[src/rtl/tick_generator.sv]
// Programmable clock-enable generator: one-cycle tick every div_q enabled cycles,
// a slow_tick on every SUB_DIV-th tick, with periodic and one-shot modes.
module tick_generator #(
    parameter int CNT_W       = 28,
    parameter int DIV_DEFAULT = 100000000,
    parameter int SUB_DIV     = 60,
    parameter int AUTO_START  = 1
) (
    input  logic             clk,
    input  logic             rst,
    input  logic             en,
    input  logic             load,
    input  logic [CNT_W-1:0] div_in,
    input  logic             oneshot_in,
    input  logic             stop,
    output logic             tick,
    output logic             slow_tick,
    output logic             busy,
    output logic             load_err,
    output logic [CNT_W-1:0] cnt
);

    localparam int SUB_W = (SUB_DIV > 1) ? $clog2(SUB_DIV) : 1;

    typedef enum logic [1:0] {
        S_IDLE = 2'd0,
        S_RUN  = 2'd1,
        S_DONE = 2'd2
    } state_e;

    state_e           state_q, state_d;
    logic [CNT_W-1:0] div_q, div_d;
    logic [CNT_W-1:0] count_q, count_d;
    logic [SUB_W-1:0] sub_q, sub_d;
    logic             mode_q, mode_d;
    logic             tick_q, tick_d;
    logic             slow_q, slow_d;
    logic             busy_q;
    logic             err_q;

    logic load_ok, load_bad, stop_eff, run_en, terminal, sub_wrap;

    // A rejected load (div_in = 0) does not mask a simultaneous stop.
    assign load_ok  = load && (div_in != '0);
    assign load_bad = load && (div_in == '0);
    assign stop_eff = stop && !load_ok;
    assign run_en   = (state_q == S_RUN) && en;
    assign terminal = run_en && (count_q == div_q - CNT_W'(1));
    assign sub_wrap = (sub_q == SUB_W'(SUB_DIV - 1));

    always_ff @(posedge clk or posedge rst) begin
        if (rst) begin
            state_q <= (AUTO_START != 0) ? S_RUN : S_IDLE;
        end else begin
            state_q <= state_d;
        end
    end

    always_comb begin
        state_d = state_q;
        if (load_ok) begin
            state_d = S_RUN;
        end else if (stop_eff) begin
            state_d = S_IDLE;
        end else if (terminal && mode_q) begin
            state_d = S_DONE;
        end
    end

    // Load and stop take priority over the terminal count, which suppresses that tick.
    always_comb begin
        div_d   = div_q;
        mode_d  = mode_q;
        count_d = count_q;
        sub_d   = sub_q;
        tick_d  = 1'b0;
        slow_d  = 1'b0;
        if (load_ok) begin
            div_d   = div_in;
            mode_d  = oneshot_in;
            count_d = '0;
            sub_d   = '0;
        end else if (stop_eff) begin
            count_d = '0;
            sub_d   = '0;
        end else if (terminal) begin
            count_d = '0;
            tick_d  = 1'b1;
            slow_d  = sub_wrap;
            sub_d   = sub_wrap ? '0 : sub_q + SUB_W'(1);
        end else if (run_en) begin
            count_d = count_q + CNT_W'(1);
        end
    end

    always_ff @(posedge clk or posedge rst) begin
        if (rst) begin
            div_q   <= CNT_W'(DIV_DEFAULT);
            mode_q  <= 1'b0;
            count_q <= '0;
            sub_q   <= '0;
            tick_q  <= 1'b0;
            slow_q  <= 1'b0;
            busy_q  <= 1'b0;
            err_q   <= 1'b0;
        end else begin
            div_q   <= div_d;
            mode_q  <= mode_d;
            count_q <= count_d;
            sub_q   <= sub_d;
            tick_q  <= tick_d;
            slow_q  <= slow_d;
            busy_q  <= (state_d == S_RUN);
            err_q   <= load_bad;
        end
    end

    assign tick      = tick_q;
    assign slow_tick = slow_q;
    assign busy      = busy_q;
    assign load_err  = err_q;
    assign cnt       = count_q;

endmodule

[config.mk]
export PLATFORM = sky130hd
export DESIGN_NAME = tick_generator
export DESIGN_NICKNAME = d
export VERILOG_FILES = /design/src/rtl/tick_generator.sv
export SDC_FILE = /design/constraint.sdc
export NUM_CORES = 1
export LEC_CHECK = 0
export CORE_AREA = 4 4 92 94
export DETAILED_ROUTE_END_ITERATION = 7
export DIE_AREA = 0 0 96 98
export MAX_ROUTING_LAYER = met4
export PLACE_DENSITY = 0.82
export SLEW_MARGIN = 15
export SYNTH_ARGS = -nofsm -noshare
export SYNTH_HDL_FRONTEND = slang
export SYNTH_SLANG_ARGS = --single-unit
[constraint.sdc]
create_clock -name clk -period 5.67 [get_ports clk]
set_input_delay 0.567 -clock clk [delete_from_list [all_inputs] [get_ports clk]]
set_output_delay 0.567 -clock clk [all_outputs]
set_load 0.05 [all_outputs]
==> results of run 1 <==
## routing by layer
layer,GRT usage,wire length (um),up-vias
met5,-,0,-
met4,0.0952,214,0
met3,0.0339,589,22
met2,0.357,4890,147
met1,0.302,4350,1727
li1,-,-,1651
## metrics by stage
| stage | utilization | hold WS [ns] | worst slack [ns] | cell area (um^2) |
|---|---|---|---|---|
| 2_1_floorplan | - | 0.453 | 2.23 | 4110 |
| 3_3_place_gp | 0.632 | 0.473 | 1.81 | 4840 |
| 3_5_place_dp | 0.632 | 0.479 | 1.62 | 4840 |
| 4_1_cts | 0.658 | 0.492 | 1.57 | 5030 |
| 5_1_grt | 0.658 | 0.530 | 1.24 | 5030 |
| 6_report | 0.658 | 0.492 | 1.54 | 5030 |
## worst max-delay path, stage by stage, from the launching register on
cell	delay, ns
dfrtp_1	0.45
inv_1	0.09
ha_1	0.23
nor4b_2	0.57
nand4_1	0.36
o21a_1	0.33
a2111oi_4	0.34
o2111ai_1	0.20
or4_4	0.51
o21ai_2	0.46
buf_4	0.33
o22ai_1	0.12
## final cells by class
class	count	area, um^2
Clock buffer	12	145
Clock inverter	4	47.5
Fill cell	624	2620
Inverter	11	41.3
Multi-Input combinational cell	334	2250
Sequential cell	69	1740
Tap cell	102	128
Timing Repair Buffer	68	673
## cells in the mapped netlist, types with 7 or more instances
cell type / instances / area (um^2)
or4_1: 7 / 52.6
nand4_1: 14 / 87.6
mux2_2: 25 / 282
xor2_1: 33 / 289
nor4_1: 17 / 106
nand3_1: 19 / 95.1
dfrtp_1: 56 / 1400
nand2_1: 44 / 165
clkbuf_1: 10 / 37.5
and3_1: 7 / 43.8
inv_1: 11 / 41.3
a21oi_1: 11 / 55.1
o21ai_0: 11 / 55.1
xnor2_1: 30 / 263
nor3_1: 15 / 75.1
nor2_1: 44 / 165
dfstp_2: 13 / 342
## sequential cells by signal, indices dropped and copies added, names as in the netlist
name	cells
busy	1
load_err	1
sub_q	6
state_q	2
mode_q	1
tick	1
slow_tick	1
div_q	28
cnt	28
## worst max path at each step
stage / startpoint / end / slack (ns)
global route: div_q[0] / cnt[1] / 1.24
CTS: div_q[0] / cnt[1] / 1.57
global placement: div_q[0] / cnt[1] / 1.81
floorplan: div_q[2] / sub_q[3] / 2.23
finish: div_q[0] / cnt[1] / 1.54
detailed placement: div_q[0] / cnt[1] / 1.62
## logic make-up (layout without fill, tap and decap cells)
group	count (synthesis)	after routing	share of synthesized area
buffers and inverters	26	95	0.0280
adder cells (fa/ha/maj)	3	3	0.00914
AND/OR/NAND/NOR	196	196	0.258
XOR/XNOR	63	63	0.134
AO/OA/AOI/OAI	47	47	0.0777
flip-flops	69	69	0.425
multiplexers	25	25	0.0686
## power groups by stage
stage | registers, W | logic (W) | clock network [W]
final | 0.000560 | 0.000147 | 0.000392
after global routing | 0.000565 | 0.000161 | 0.000421
after CTS | 0.000560 | 0.000148 | 0.000398
after detailed placement | 0.000568 | 0.000147 | 0
after global placement | 0.000567 | 0.000144 | 0
after floorplan | 0.000558 | 0.0000998 | 0
==> impl_metrics.json, run 1 <==
{
  "root_buffer": "clkbuf_8",
  "final_max_slew_viol_count": 0,
  "fin_skew_ns": 0.0143,
  "post_cts_buffers": 0,
  "netlist_area_um2": 4110,
  "clock.fmax_ghz": 0.242,
  "grt_overflow": 0,
  "worstSetupPathType": "reg2reg",
  "final_net_count": 530,
  "diodes": 0,
  "antenna_found_initial": 0,
  "grt_max_degree": 70,
  "globalplace.congestion": 0.966,
  "hp-start": "div_q[26]",
  "seq_area_frac_synth": 0.425,
  "core-area_um2": 7650,
  "die_w_um": 96,
  "clk_path_buf_depth": 2,
  "via_per_inst": 5.91,
  "r2r_slack_ns": 1.54,
  "yosys_register_bits": 69,
  "synth_edf_count": 0,
  "final_hold_viol_count": 0,
  "grt_pass1_wl_um": 16300,
  "syn-mean-instance-area_um2": 9.57,
  "io_pins": 66,
  "cts_buffers": 9,
  "intPower_w": 0.000809,
  "min_path_cells": 2,
  "tightestPinTransition_ns": 0.840,
  "postCtsHoldBufs": 0,
  "slew_headroom": 0.435,
  "switching_share": 0.265,
  "vdd_drop_max_v": 0.000103,
  "fp.dieH_um": 98,
  "syn2layout_area_growth_pct": 22.5,
  "setup_viol": 0,
  "cp_max_fo": 18,
  "grt_pass1_vias": 3328,
  "wl_per_cell_um": 16.7,
  "rows": 32,
  "p_comb_frac": 0.134,
  "drtPass1Iterations": 4,
  "synth_warnings": 0,
  "cts_sinks": 69,
  "fin_setup_tns_ns": 0,
  "synth.distinct_cells": 53,
  "r2r-start": "div_q[0]",
  "clk_latency_ns": 0.35,
  "p_seq_frac": 0.510,
  "syn_nets": 466,
  "die-area_um2": 9410,
  "cts_resized": 0,
  "tritoncts": "yes",
  "drv_cap": 0,
  "hold_path_end": "div_q[26]",
  "gr-usage-all-layers": 0.231,
  "clk_pin_slew_ns": 0.08,
  "worstPathRequired_ns": 5.88,
  "drive_gt1_frac": 0.137,
  "synthArstFlopShare": 1.00,
  "portBuffers": 65,
  "pwr-share-clk": 0.356,
  "synthCells": 429,
  "final_cells": 600,
  "start_util": 0.537,
  "leakagePower_nw": 1.93,
  "rsz0062_at_grt": "no",
  "vias": 3547,
  "timing.rr.end": "cnt[1]",
  "crit_path_end_kind": "flop",
  "final_common_cell": "clkdlybuf4s50_1",
  "p_switching_w": 0.000291,
  "worstSetupStartpointType": "flop",
  "status": "complete, no violations",
  "final_cell_mix": "clkdlybuf4s50_1 (65), dfrtp_1 (56), nand2_1 (44), nor2_1 (44), xor2_1 (33)",
  "hpwl_um": 7580,
  "drt-initial-drc-count": 184,
  "placedCellCount": 584,
  "drc": 0,
  "routed_wl_um": 10000,
  "power_density_nw_per_um2": 219,
  "synth_flop_cell": "dfrtp_1",
  "cts_max_level": 3,
  "r2r_cells": 11,
  "power_w": 0.00110,
  "ant_nets": 0,
  "worst_hold_path_type": "reg2reg",
  "period_share": 0.729,
  "arrival_ns": 4.35,
  "fin_crit_ns": 4.13
}
(Power assumes the default switching activity.)
==> inputs of run 2 (changes only) <==
--- a/config.mk
+++ b/config.mk
@@ -5,11 +5,11 @@
 export SDC_FILE = /design/constraint.sdc
 export NUM_CORES = 1
 export LEC_CHECK = 0
-export CORE_AREA = 4 4 92 94
+export CORE_AREA = 4 4 97 99
 export DETAILED_ROUTE_END_ITERATION = 7
-export DIE_AREA = 0 0 96 98
+export DIE_AREA = 0 0 101 103
 export MAX_ROUTING_LAYER = met4
-export PLACE_DENSITY = 0.82
+export PLACE_DENSITY = 0.78
 export SLEW_MARGIN = 15
 export SYNTH_ARGS = -nofsm -noshare
 export SYNTH_HDL_FRONTEND = slang
==> constraint.sdc (replaced) <==
create_clock -name clk -period 3.66 [get_ports clk]
set_input_delay 0.366 -clock clk [delete_from_list [all_inputs] [get_ports clk]]
set_output_delay 0.366 -clock clk [all_outputs]
set_load 0.05 [all_outputs]
==> run 2 against run 1 <==
  * Sequential power increased by 55%
  * Clock power is 83% higher
  * Setup slack got worse by 1.4 ns
  * Clock skew decreased by 0.0011 ns
  * Register-to-register slack got worse by 1.4 ns
  * Combinational power rose by 66%
  * Fmax grew 19%
  * Core utilization fell by 4.9 points
  * Via count increased by 0.23%
  * Critical path type unchanged
  * Critical endpoint is now sub_q[3]
  * Highest routed layer unchanged
==> impl_metrics.json, run 2 (synthesis gave the netlist of run 1 again) <==
{
  "fin_crit_ns": 3.47,
  "final_hold_viol_count": 0,
  "ant_nets": 0,
  "grt_pass1_vias": 3457,
  "portBuffers": 65,
  "power_density_nw_per_um2": 352,
  "clk_latency_ns": 0.36,
  "vias": 3555,
  "crit_path_end_kind": "flop",
  "final_cell_mix": "clkdlybuf4s50_1 (65), dfrtp_1 (56), nand2_1 (44), nor2_1 (44), xor2_1 (33)",
  "setup_viol": 0,
  "drt-initial-drc-count": 149,
  "cp_max_fo": 11,
  "grt_overflow": 0,
  "fin_skew_ns": 0.0132,
  "clk_pin_slew_ns": 0.07,
  "drc": 0,
  "wl_per_cell_um": 16.8,
  "fillCellCount": 719,
  "grt_max_degree": 55,
  "final_common_cell": "clkdlybuf4s50_1",
  "leakagePower_nw": 2.03,
  "clock.fmax_ghz": 0.288,
  "final_max_slew_viol_count": 0,
  "seq_area_um2": 1740,
  "status": "complete, no violations",
  "root_buffer": "clkbuf_8",
  "worstPathRequired_ns": 3.94,
  "cts_sinks": 69,
  "worst_hold_path_type": "reg2reg",
  "worstSetupPathType": "reg2reg",
  "die_w_um": 101,
  "period_share": 0.949,
  "rows": 34,
  "fin_setup_tns_ns": 0,
  "cts_buffers": 9,
  "postCtsHoldBufs": 0,
  "vdd_drop_max_v": 0.000217,
  "syn2layout_area_growth_pct": 26.7,
  "antenna_found_initial": 0,
  "slew_headroom": 0.383,
  "drive_gt1_frac": 0.168,
  "via_per_inst": 5.72,
  "gr-usage-all-layers": 0.215,
  "grt_pass1_wl_um": 17000,
  "tritoncts": "yes",
  "drv_cap": 0,
  "multi_input_area_um2": 2270,
  "cts_max_level": 3,
  "hpwl_um": 7780,
  "core-area_um2": 8550,
  "final_net_count": 545,
  "fp.dieH_um": 103,
  "die-area_um2": 10400,
  "start_util": 0.480,
  "io_pins": 66,
  "diodes": 0,
  "globalplace.congestion": 0.905,
  "routed_wl_um": 10500,
  "clk_path_buf_depth": 2,
  "worstSetupStartpointType": "flop",
  "arrival_ns": 3.75,
  "rsz0062_at_grt": "no",
  "drtPass1Iterations": 5,
  "power_w": 0.00183,
  "tightestPinTransition_ns": 0.924
}
==> run 2: cell count changes in the layout (fill, tap and decap cells not counted), sizes merged <==
cell / previous run / this run
clkinv: 2 / 3
inv: 11 / 10
bufinv: 1 / 2
clkinvlp: 1 / 0
buf: 3 / 18
==> run 2: stage by stage <==
stage	util	cell area, um^2	setup slack (ns)	hold slack, ns	instances
after floorplan	-	4110	0.222	0.449	429
after global placement	0.578	4940	0.268	0.472	603
after detailed placement	0.578	4940	0.204	0.485	603
after CTS	0.604	5170	0.178	0.499	619
after global routing	0.608	5200	0.00404	0.511	621
final	0.608	5200	0.185	0.495	621
==> run 2: worst max-delay path, cell delays in order, from the launching register on <==
cell       delay, ns
dfrtp_1         0.47
nor4_4          0.50
nand4_4         0.14
or4b_4          0.55
a2111oi_4       0.34
o2111ai_1       0.18
or4_4           0.51
or4_1           0.53
a21oi_1         0.16
==> run 2: routing by layer <==
metal | up-vias | GRT usage | wire, um
li1 | 1693 | - | -
met1 | 1713 | 0.274 | 4630
met2 | 129 | 0.335 | 4970
met3 | 20 | 0.0507 | 623
met4 | 0 | 0.0777 | 240
met5 | - | - | 0
==> run 2: timing repair <==
item | 4_1_cts | 5_1_grt
buffers inserted | 0 | 2
endpoints found under the setup margin | 0 | 4
endpoints found under the hold margin | 0 | 0
gates resized for setup | 0 | 3
==> run 2: cell type report <==
cell class | instances | share of cell area
Clock buffer | 12 | 0.0298
Clock inverter | 4 | 0.0135
Inverter | 11 | 0.00818
Multi-Input combinational cell | 334 | 0.436
Sequential cell | 69 | 0.335
Tap cell | 108 | 0.0260
Timing Repair Buffer | 83 | 0.151
==> run 2: where the power goes <==
group / internal [W] / switching (W) / total (W)
logic: 0.000124 / 0.000120 / 0.000244
registers: 0.000807 / 0.0000616 / 0.000869
clock network: 0.000419 / 0.000297 / 0.000716
total: 0.00135 / 0.000479 / 0.00183
==> run 2: final timing paths <==
kind	from	to	slack [ns]	cells past startpoint
max in group asynchronous	rst	div_q[15]	2.35	3
setup / recovery	div_q[3]	sub_q[3]	0.19	8
min in group asynchronous	rst	busy	0.52	2
hold / removal	div_q[26]	div_q[26]	0.49	2
hold reg to reg	div_q[26]	div_q[26]	0.49	2
setup reg to reg	div_q[3]	sub_q[3]	0.19	8
==> inputs of run 3 (changes only) <==
--- a/config.mk
+++ b/config.mk
@@ -5,11 +5,12 @@
 export SDC_FILE = /design/constraint.sdc
 export NUM_CORES = 1
 export LEC_CHECK = 0
-export CORE_AREA = 4 4 97 99
+export ABC_AREA = 1
+export CORE_AREA = 4 4 105 107
 export DETAILED_ROUTE_END_ITERATION = 7
-export DIE_AREA = 0 0 101 103
-export MAX_ROUTING_LAYER = met4
+export DIE_AREA = 0 0 109 111
 export PLACE_DENSITY = 0.78
+export SKIP_CTS_REPAIR_TIMING = 1
 export SLEW_MARGIN = 15
 export SYNTH_ARGS = -nofsm -noshare
 export SYNTH_HDL_FRONTEND = slang
==> run 3 against run 2 <==
  * Combinational power increased by 54%
  * Clock skew down 0.0051 ns
  * Core utilization shrank 0.79 points
  * Hold slack worse by 0.18 ns
  * Sequential power decreased by 2%
  * Count of clock-buffer cells in the layout unchanged
  * Total power increased by 4.5%
  * Non-clock buffer count decreased by 12
  * Clock power decreased by 4.2%
  * Fmax rose by 22%
  * Critical path type unchanged
  * Critical endpoint is now cnt[24]
  * Highest routed layer unchanged
==> impl_metrics.json, run 3 <==
{
  "status": "complete, no violations",
  "gr-usage-all-layers": 0.258,
  "clk_pin_slew_ns": 0.08,
  "vdd_drop_max_v": 0.000191,
  "clock.fmax_ghz": 0.351,
  "synth_flop_cell": "dfrtp_1",
  "worstPathRequired_ns": 3.92,
  "wl_per_cell_um": 15.1,
  "grt_overflow": 0,
  "die-area_um2": 12100,
  "core-area_um2": 10100,
  "arrival_ns": 3.11,
  "synthCells": 759,
  "hpwl_um": 11600,
  "ys_top_cells_by_count": "nand2_1 (221), nor2_1 (109), inv_1 (100)",
  "fin_setup_tns_ns": 0,
  "final_cell_mix": "nand2_1 (221), nor2_1 (109), inv_1 (99)",
  "tritoncts": "yes",
  "drive_gt1_frac": 0.0933,
  "cts_sinks": 69,
  "crit_path_end_kind": "flop",
  "synth.distinct_cells": 38,
  "synth_edf_count": 0,
  "routed_wl_um": 14600,
  "power_density_nw_per_um2": 314,
  "synth_warnings": 0,
  "netlist_area_um2": 5050,
  "start_util": 0.498,
  "via_per_inst": 5.28,
  "clk_latency_ns": 0.36,
  "final_max_slew_viol_count": 0,
  "drt-initial-drc-count": 398,
  "post_dp_cell_area_um2": 5870,
  "portBuffers": 65,
  "tightestPinTransition_ns": 0.556,
  "postLayoutCoreUtil": 0.600,
  "worstSetupStartpointType": "flop",
  "yosysTopAreaCellShare": 0.278,
  "vias": 5132,
  "drtPass1Iterations": 5,
  "ant_nets": 0,
  "setup_ws_ns": 0.808,
  "synth_most_common_cell": "nand2_1",
  "setup_viol": 0,
  "synthArstFlopShare": 1.00,
  "clk_path_buf_depth": 2,
  "root_buffer": "clkbuf_8",
  "grt_pass1_wl_um": 24600,
  "fin_crit_ns": 2.85,
  "die_w_um": 109,
  "syn-mean-instance-area_um2": 6.65,
  "rsz0062_at_grt": "no",
  "seq_area_frac_synth": 0.345,
  "grt_max_degree": 50,
  "fin_skew_ns": 0.00815,
  "period_share": 0.779,
  "drv_cap": 0,
  "slew_headroom": 0.626,
  "syn_nets": 796,
  "synth_top_area_cell": "dfrtp_1",
  "fp.dieH_um": 111,
  "antenna_found_initial": 0,
  "final_hold_viol_count": 0,
  "cts_max_level": 3,
  "final_net_count": 868,
  "rows": 37,
  "worst_hold_path_type": "in2async",
  "dp_slack_ns": 0.765,
  "syn2layout_area_growth_pct": 20.5,
  "cp_max_fo": 24,
  "leakagePower_nw": 2.86,
  "io_pins": 66,
  "stdcell_area_um2": 6090,
  "drc": 0,
  "cts_buffers": 9,
  "yosys_register_bits": 69,
  "synthTopCellsByArea": "dfrtp_1 (28%), nand2_1 (16%), nor2_1 (8.1%)",
  "diodes": 0,
  "globalplace.congestion": 0.990,
  "grt_pass1_vias": 5008,
  "worstSetupPathType": "reg2reg",
  "final_common_cell": "nand2_1",
  "fillCellCount": 949
}
[run 3: changes by cell type in the layout (fill, tap and decap cells not counted), moves of 21 or more]
cell / change
o21ai_0: +28
nor2_1: +65
mux2_2: -25
nand2_1: +177
xnor2_1: -21
inv_1: +89
nand3_1: +39
[run 3: cell families (layout without fill, tap and decap cells)]
logic type                 after synthesis  in the layout  share of synthesized area
and+or+nand+nor                        476            476                      0.429
DFF                                     69             69                      0.345
xor gates and xnor gates                36             36                     0.0625
AOI/OAI and AO/OA                       59             59                     0.0674
adders and majority gates                3              3                    0.00744
buffers and inverters                  116            193                     0.0887
[run 3: final timing paths]
kind | start | endpoint | slack, ns | depth (start not counted)
setup / recovery | div_q[0] | cnt[24] | 0.81 | 15
hold reg to reg | div_q[26] | div_q[26] | 0.49 | 2
setup reg to reg | div_q[0] | cnt[24] | 0.81 | 15
max in group asynchronous | rst | div_q[8] | 2.59 | 3
min in group clk | div_q[26] | div_q[26] | 0.49 | 2
hold / removal | rst | cnt[21] | 0.31 | 2
[run 3: where the power goes]
group | leakage (nW) | internal [W] | switching (W)
Combinational | 1.87 | 0.000133 | 0.000243
Sequential | 0.884 | 0.000804 | 0.0000460
Clock | 0.105 | 0.000373 | 0.000313
Total | 2.86 | 0.00131 | 0.000602
[run 3: worst max-delay path, cell delays in order (launching register included)]
cell and delay, ns:
dfrtp_1 0.41, inv_1 0.15, ha_1 0.44, nand2_1 0.18, nor2_4 0.21, nand3b_1 0.09, nand2_1 0.15, nand2_1 0.07
nor2_1 0.11, nand2_1 0.07, nor2_2 0.12, nand3_2 0.11, nand2_4 0.29, inv_4 0.17, o21ai_0 0.11, nor2_1 0.07
[run 3: routing by layer]
| layer | GRT usage | vias to the layer above | wire, um |
|---|---|---|---|
| li1 | - | 2549 | - |
| met1 | 0.360 | 2413 | 6820 |
| met2 | 0.400 | 143 | 6810 |
| met3 | 0.0448 | 27 | 661 |
| met4 | 0.0884 | 0 | 335 |
| met5 | 0 | - | 0 |
[run 3: cell type report]
| cell class | instances | area, um^2 | area share |
|---|---|---|---|
| clock buffers | 12 | 165 | 0.0271 |
| inverters | 106 | 400 | 0.0658 |
| flip-flops and latches | 69 | 1740 | 0.286 |
| clock inverters | 4 | 53.8 | 0.00884 |
| repair buffers | 71 | 696 | 0.114 |
| multi-input cells | 574 | 2860 | 0.470 |
| well taps | 136 | 170 | 0.0280 |
[run 3: through the flow]
| stage | total power, W | hold slack [ns] | cells |
|---|---|---|---|
| floorplan | 0.00111 | 0.458 | 759 |
| global placement | 0.00123 | 0.480 | 956 |
| detailed placement | 0.00124 | 0.476 | 956 |
| CTS | 0.00192 | 0.310 | 972 |
| global route | 0.00202 | 0.343 | 972 |
| finish | 0.00191 | 0.312 | 972 |
